===== src/rtl/btn_debounce.sv =====
// -----------------------------------------------------------------------------
// btn_debounce
//
// Purpose:
//   Debounces a raw, asynchronous pushbutton pin. The pin first passes through
//   a SYNC_STAGES-deep synchronizer. A four-state FSM then accepts a new level
//   only after CNT_MAX consecutive synchronized samples agree on it. The block
//   also produces one-cycle strobes on each accepted edge.
//
// Parameters:
//   CNT_MAX     - consecutive stable samples needed to accept a level change
//                 (minimum 2; the default 1000000 gives 10 ms at 100 MHz)
//   SYNC_STAGES - synchronizer depth (minimum 2)
//
// Ports:
//   clk        in   system clock; every flop is rising-edge
//   rst_n      in   asynchronous active-low reset
//   btn_in     in   raw, bouncing pushbutton pin
//   btn_level  out  debounced level (registered)
//   rise_pulse out  one-cycle strobe in the first cycle btn_level reads 1
//   fall_pulse out  one-cycle strobe in the first cycle btn_level reads 0
//   press_cnt  out  [7:0] accepted-press counter, wraps 255->0
//                   (present only when BTN_PRESS_CNT_EN is defined)
//
// Optional feature macro: BTN_PRESS_CNT_EN
//
// Debug visibility: the FSM state and qualification counter are held together
// in the packed struct fsm_q (fields state and cnt).
// -----------------------------------------------------------------------------
module btn_debounce #(
  parameter int CNT_MAX     = 1000000,
  parameter int SYNC_STAGES = 2
) (
  input  logic       clk,
  input  logic       rst_n,
  input  logic       btn_in,
  output logic       btn_level,
  output logic       rise_pulse,
`ifdef BTN_PRESS_CNT_EN
  output logic       fall_pulse,
  output logic [7:0] press_cnt
`else
  output logic       fall_pulse
`endif
);

  // For CNT_MAX >= 2, $clog2(CNT_MAX) bits always hold CNT_MAX-1.
  localparam int CW = (CNT_MAX > 1) ? $clog2(CNT_MAX) : 1;
  localparam logic [CW-1:0] CNT_LAST = CW'(CNT_MAX - 1);
  localparam logic [CW-1:0] CNT_ONE  = CW'(1);

  typedef enum logic [1:0] {
    STABLE_LO = 2'd0,
    WAIT_HI   = 2'd1,
    STABLE_HI = 2'd2,
    WAIT_LO   = 2'd3
  } state_t;

  typedef struct packed {
    state_t        state;
    logic [CW-1:0] cnt;
  } fsm_t;

  // ---------------------------------------------------------------------------
  // Synchronizer: the only logic that samples btn_in.
  // ---------------------------------------------------------------------------
  logic [SYNC_STAGES-1:0] sync_q;
  logic [SYNC_STAGES-1:0] sync_d;
  logic                   s;

  always_comb begin
    sync_d = {sync_q[SYNC_STAGES-2:0], btn_in};
  end

  assign s = sync_q[SYNC_STAGES-1];

  // ---------------------------------------------------------------------------
  // Qualification FSM
  // ---------------------------------------------------------------------------
  fsm_t fsm_q;
  fsm_t fsm_d;
  logic btn_level_q;
  logic btn_level_d;
  logic rise_pulse_q;
  logic rise_pulse_d;
  logic fall_pulse_q;
  logic fall_pulse_d;

  always_comb begin
    fsm_d = fsm_q;
    case (fsm_q.state)
      STABLE_LO: begin
        fsm_d.cnt = '0;
        if (s) begin
          fsm_d.state = WAIT_HI;
          fsm_d.cnt   = CNT_ONE;
        end
      end
      WAIT_HI: begin
        if (!s) begin
          // Bounce back low before qualifying: abort silently.
          fsm_d.state = STABLE_LO;
          fsm_d.cnt   = '0;
        end else if (fsm_q.cnt == CNT_LAST) begin
          fsm_d.state = STABLE_HI;
          fsm_d.cnt   = '0;
        end else begin
          fsm_d.cnt = fsm_q.cnt + CNT_ONE;
        end
      end
      STABLE_HI: begin
        fsm_d.cnt = '0;
        if (!s) begin
          fsm_d.state = WAIT_LO;
          fsm_d.cnt   = CNT_ONE;
        end
      end
      WAIT_LO: begin
        if (s) begin
          fsm_d.state = STABLE_HI;
          fsm_d.cnt   = '0;
        end else if (fsm_q.cnt == CNT_LAST) begin
          fsm_d.state = STABLE_LO;
          fsm_d.cnt   = '0;
        end else begin
          fsm_d.cnt = fsm_q.cnt + CNT_ONE;
        end
      end
      default: begin
        fsm_d.state = STABLE_LO;
        fsm_d.cnt   = '0;
      end
    endcase
  end

  // Outputs are decoded from the next state so that btn_level and the matching
  // strobe update on the same edge as the accepting state transition.
  always_comb begin
    btn_level_d  = (fsm_d.state == STABLE_HI) || (fsm_d.state == WAIT_LO);
    rise_pulse_d = btn_level_d & ~btn_level_q;
    fall_pulse_d = ~btn_level_d & btn_level_q;
  end

`ifdef BTN_PRESS_CNT_EN
  // ---------------------------------------------------------------------------
  // Press counter: bumps in the cycle after each rise strobe, free-wrapping.
  // ---------------------------------------------------------------------------
  logic [7:0] press_cnt_q;
  logic [7:0] press_cnt_d;

  always_comb begin
    press_cnt_d = press_cnt_q + {7'd0, rise_pulse_q};
  end

  assign press_cnt = press_cnt_q;
`endif

  // ---------------------------------------------------------------------------
  // State registers
  // ---------------------------------------------------------------------------
  always_ff @(posedge clk or negedge rst_n) begin
    if (!rst_n) begin
      sync_q       <= '0;
      fsm_q.state  <= STABLE_LO;
      fsm_q.cnt    <= '0;
      btn_level_q  <= 1'b0;
      rise_pulse_q <= 1'b0;
      fall_pulse_q <= 1'b0;
`ifdef BTN_PRESS_CNT_EN
      press_cnt_q  <= 8'd0;
`endif
    end else begin
      sync_q       <= sync_d;
      fsm_q        <= fsm_d;
      btn_level_q  <= btn_level_d;
      rise_pulse_q <= rise_pulse_d;
      fall_pulse_q <= fall_pulse_d;
`ifdef BTN_PRESS_CNT_EN
      press_cnt_q  <= press_cnt_d;
`endif
    end
  end

  assign btn_level  = btn_level_q;
  assign rise_pulse = rise_pulse_q;
  assign fall_pulse = fall_pulse_q;

endmodule


===== config.mk =====
export PLATFORM = sky130hd
export DESIGN_NAME = btn_debounce
export DESIGN_NICKNAME = d
export VERILOG_FILES = /design/src/rtl/btn_debounce.sv
export SDC_FILE = /design/constraint.sdc
export NUM_CORES = 1
export LEC_CHECK = 0
export ABC_AREA = 1
export CORE_UTILIZATION = 35
export DETAILED_ROUTE_END_ITERATION = 10
export GPL_ROUTABILITY_DRIVEN = 1
export PLACE_DENSITY = 0.49
export SYNTH_ARGS = -nofsm -noshare
export SYNTH_HDL_FRONTEND = slang
export SYNTH_SLANG_ARGS = --single-unit

===== constraint.sdc =====
create_clock -name clk -period 4.3 [get_ports clk]
set_input_delay 0.86 -clock clk [delete_from_list [all_inputs] [get_ports clk]]
set_output_delay 0.86 -clock clk [all_outputs]
set_load 0.1 [all_outputs]

== Yosys cells after proc, flatten, opt, wreduce, memory -nomap -nowiden ==
Cells that the tools add are included.
W data, S select, Z words.

* Register bits: 27
* Bits in latches: 0
* Word-level logic and storage cells: 27
* Memories kept: 0
* ROM bits: 0
* Output and inout bits: 3
* RAM bits: 0

* Add/subtract/negate cells: 1
* Reductions and logical operators: 2
* Shifts and indexed selects: 0
* Eq/ne operators: 6
* $lt $le $gt $ge: 0
* Multiplexer cells: 8
* Multiply operators: 0
* Bitwise operators: 4
* Divide/modulo/power cells: 0

{| class="wikitable"
|+ Operators by type and width
! kind !! count
|-
| $mux W22 || 4
|-
| $pmux W22 S4 || 1
|-
| $add A20 B1 Y20 const B || 1
|-
| $eq A20 B20 Y1 const B || 1
|-
| $mux W20 || 1
|-
| $eq A2 B2 Y1 const B || 4
|-
| $mux W2 || 2
|-
| $and A1 B1 Y1 || 2
|-
| $eq A2 B1 Y1 const B || 1
|-
| $logic_not A2 Y1 || 1
|-
| $not A1 Y1 || 2
|-
| $logic_or A1 B1 Y1 || 1
|}

== Logic depth before layout (Yosys ltp) ==
* Depth in word-level cells: 8
* Depth in mapped cells: 9
* Gate-level depth less buffers: 9

== Least setup slack after synthesis ==
OpenSTA, ideal clock, no wires.

* Path type: reg2reg
* Start point: register, netlist name btn_level
* End point: register fsm_q[11] in the netlist's numbering
* Buffers on the path: 1
* Arrival: 1723 ps
* Data required time: 4231 ps
* Path slack: 2509 ps
* Cell stages (with the launch flop): 8
* Setup time: 69 ps
* Path through: dfrtp_1 nand2_1 nand2_2 nand2_2 nor2_4 inv_4 buf_8 nor2_2

{| class="wikitable"
|+ RTL lines
! what !! RTL line !! source
|-
| end signal, assigned || 174 || <nowiki>fsm_q <= fsm_d;</nowiki>
|-
| end, declared || 80 || <nowiki>fsm_t fsm_q;</nowiki>
|}

== Worst setup path after layout ==
* Start point: register btn_level_q (netlist: btn_level)
* End point: output btn_level

{| class="wikitable"
|+ RTL lines
! what !! RTL line !! source
|-
| start, declared || 82 || <nowiki>logic btn_level_q;</nowiki>
|-
| start signal, assigned || 175 || <nowiki>btn_level_q <= btn_level_d;</nowiki>
|-
| end, declared || 37 || <nowiki>output logic btn_level,</nowiki>
|}

No word-level cell between the ends.

==> metrics.md <==
| Metric | Value |
|---|---|
| Hold Slack | `0.357 ns` |
| Placement Rows | `22` |
| Crit. End Element | `primary output` |
| Reg2reg setup slack | `2.67 ns` |
| CORE AREA | `3720 um^2` |
| Required @ worst endpoint | `3.44 ns` |
| DR WL/cell | `10.8 um` |
| Routed vias | `1029` |
| Drt pass-1 iters | `4` |
| Fmax | `0.376 GHz` |
| Crit-path slowest cell | `clkdlybuf4s50_1` |
| Final non-filler cell total | `233` |
| Max cap viols | `0` |
| Max Transition Viols Final | `0` |
| Hold endpoint | `sync_q[1]` |
| Hold/Removal Path Class | `reg -> reg` |
| TritonCTS clock tree | `done` |
| Commonest non-fill, non-tap cell in the layout | `nand2_1` |
| RSZ-0062 raised after global routing | `no` |
| GRT busiest layer | `met2` |
| Hold depth | `0` |
| Area leader, netlist | `dfrtp_1` |
| Skew-Pair Late Insertion Delay | `0.27 ns` |
| Die Ht | `64.8 um` |
| WP data arrival | `1.80 ns` |
| First-pass GRT wire length | `4.57 mm` |
| Number of diodes | `0` |
| Placed Cells | `229` |
| CP Launch Point | `btn_level` |
| Final Setup Violations | `0` |
| Worst hold path startpoint | `sync_q[0]` |
| Via density | `4.42` |
| H-tree Lvls | `1` |
| Delay-heaviest family, CP | `buffers and inverters` |
| Cells on worst reg2reg path | `8` |
| Initial Utilization | `0.371` |
| Synth Register Bits | `26` |
| Most frequent cells in the layout | `48 x nand2_1, 36 x nor2_1, 26 x dfrtp_1` |
| Met1 usage | `0.199` |
| Final WL | `2.51 mm` |
| HPWL Detailed | `1.88 mm` |
| Final Net Count | `190` |
| CP Launch Type | `flip-flop` |
| R2R Path End | `fsm_q[3]` |
| CP Class | `reg -> out` |
| Worst slack at placement | `1.93 ns` |
| Slew headroom | `0.355` |
| # port buffers | `5` |
| Max VDD drop | `0.149 mV` |
| Placer congestion estimate | `0.742` |
| Post-layout min period | `2.66 ns` |
| Crit path cell chain | `clkdlybuf4s50_1` |
| Root buf cell | `clkbuf_8` |
| Post-Syn Nets | `180` |
| Mean Syn Cell Area | `7.84 um^2` |
| Max clock buf depth | `2` |
| CP bufs+invs | `1` |
| Power density cells | `278 nW/um^2` |
| GRT met2 Usage | `0.223` |
| Crit Path Max Fanout | `4` |
| Grt ovf | `0` |
| GRT Util Overall | `0.144` |
| Status | `finished, final reports clean` |
| Netlist cell types | `19` |
| Post-route ant nets | `0` |
| Post-CTS Setup Bufs | `0` |
| IO Pins | `6` |
| Num CTS Buffers | `3` |
| Setup TNS | `0 ns` |
| Period Utilization, post-route | `0.618` |
| Die width | `64.8 um` |
| Ranking of synthesized cells by area | `dfrtp_1 47%, nand2_1 13%, nor2_1 9.8%, nor2_2 5.0%, inv_1 4.9%` |
| Reg2reg start | `fsm_q[0]` |
| Critical Path Stages | `1` |
| Remaining DRCs | `0` |
| Register area share after synthesis | `0.471` |
| Worst Skew | `0.00876 ns` |
| CTS sink cnt | `26` |
| Number of global-route vias before repair | `1033` |
| Total power | `0.428 mW` |
| Yosys warnings | `0` |
| Post-Syn Area | `1380 um^2` |
| PostCTS Resize Cnt | `0` |
| Pin count of the biggest net entering global routing | `27` |
| Syn Inst Count | `176` |
| Syn-to-layout area delta | `11.4%` |
| Top cell type's share of synthesized area | `0.471` |
| Register clock-pin slew on the reported worst setup and hold paths | `0.09 ns` |
| 1st-iter DRT viols | `51` |
| Number of antenna violations at the first check in global routing | `0` |
| Crit-path max cell delay | `1.14 ns` |
| Layout cells sized above 1 | `0.141` |
| GRT met3 Usage | `0.0370` |
| Fill cells | `389` |
| Die ar. | `4200 um^2` |
| Final WS setup | `1.64 ns` |
| Leak | `0.685 nW` |
| Worst-Margin Slew | `0.964 ns` |
| Hold_buf cts | `0` |
| Hold Vio Cnt, Final | `0` |
## how the worst max path moves through the flow
stage / to / slack, ns
floorplan: fsm_q[11] / 2.51
global placement: btn_level / 1.94
detailed placement: btn_level / 1.93
CTS: btn_level / 1.63
global route: btn_level / 1.58
finish: btn_level / 1.64
## state kept, by name, summed over array words and instances, names as in the netlist
register	flops
sync_q	2
fsm_q	21
btn_level	1
fall_pulse	1
rise_pulse	1
## synth_stat cells
| cell type | n |
|---|---|
| or2_1 | 1 |
| nand3_1 | 10 |
| nor2_2 | 11 |
| inv_4 | 1 |
| inv_1 | 18 |
| inv_2 | 1 |
| xnor2_1 | 5 |
| nand4_1 | 1 |
| nor2_4 | 3 |
| xor2_1 | 6 |
| nand3_2 | 1 |
| nand2_1 | 48 |
| or2_4 | 1 |
| nand2_2 | 3 |
| buf_8 | 1 |
| nor2_1 | 36 |
| dfrtp_1 | 26 |
| a21oi_1 | 2 |
| ha_1 | 1 |
## per-stage QoR
step / utilization / instance area [um^2]
floorplan: - / 1380
global placement: 0.399 / 1480
detailed placement: 0.399 / 1480
CTS: 0.414 / 1540
global route: 0.414 / 1540
finish: 0.414 / 1540
## final cells by class
cell class | count | area [um^2] | share of cell area
Inverter | 20 | 77.6 | 0.0504
Timing Repair Buffer | 6 | 57.6 | 0.0374
Tap cell | 48 | 60.1 | 0.0391
Clock buffer | 4 | 55.1 | 0.0358
Sequential cell | 26 | 651 | 0.423
Multi-Input combinational cell | 129 | 637 | 0.414
## logic make-up after synthesis
| kind of cell | count (synthesis) | synth area share |
|---|---|---|
| xor+xnor | 11 | 0.0698 |
| buf+inv | 21 | 0.0671 |
| compound gates | 2 | 0.00725 |
| flops | 26 | 0.471 |
| fa+ha+maj | 1 | 0.00906 |
| simple gates | 115 | 0.375 |
## per-layer routing
layer / part of all wire / vias to the layer above
li1: - / 547
met1: 0.53 / 472
met2: 0.44 / 8
met3: 0.024 / 2
met4: 0.0068 / 0
met5: 0 / -
## where the power goes
| group | internal, mW | switching [mW] | total (mW) |
|---|---|---|---|
| clock network | 0.0819 | 0.0785 | 0.160 |
| registers | 0.247 | 0.00260 | 0.250 |
| logic | 0.00573 | 0.0123 | 0.0180 |
| total | 0.335 | 0.0934 | 0.428 |
(Power assumes the default switching activity.)
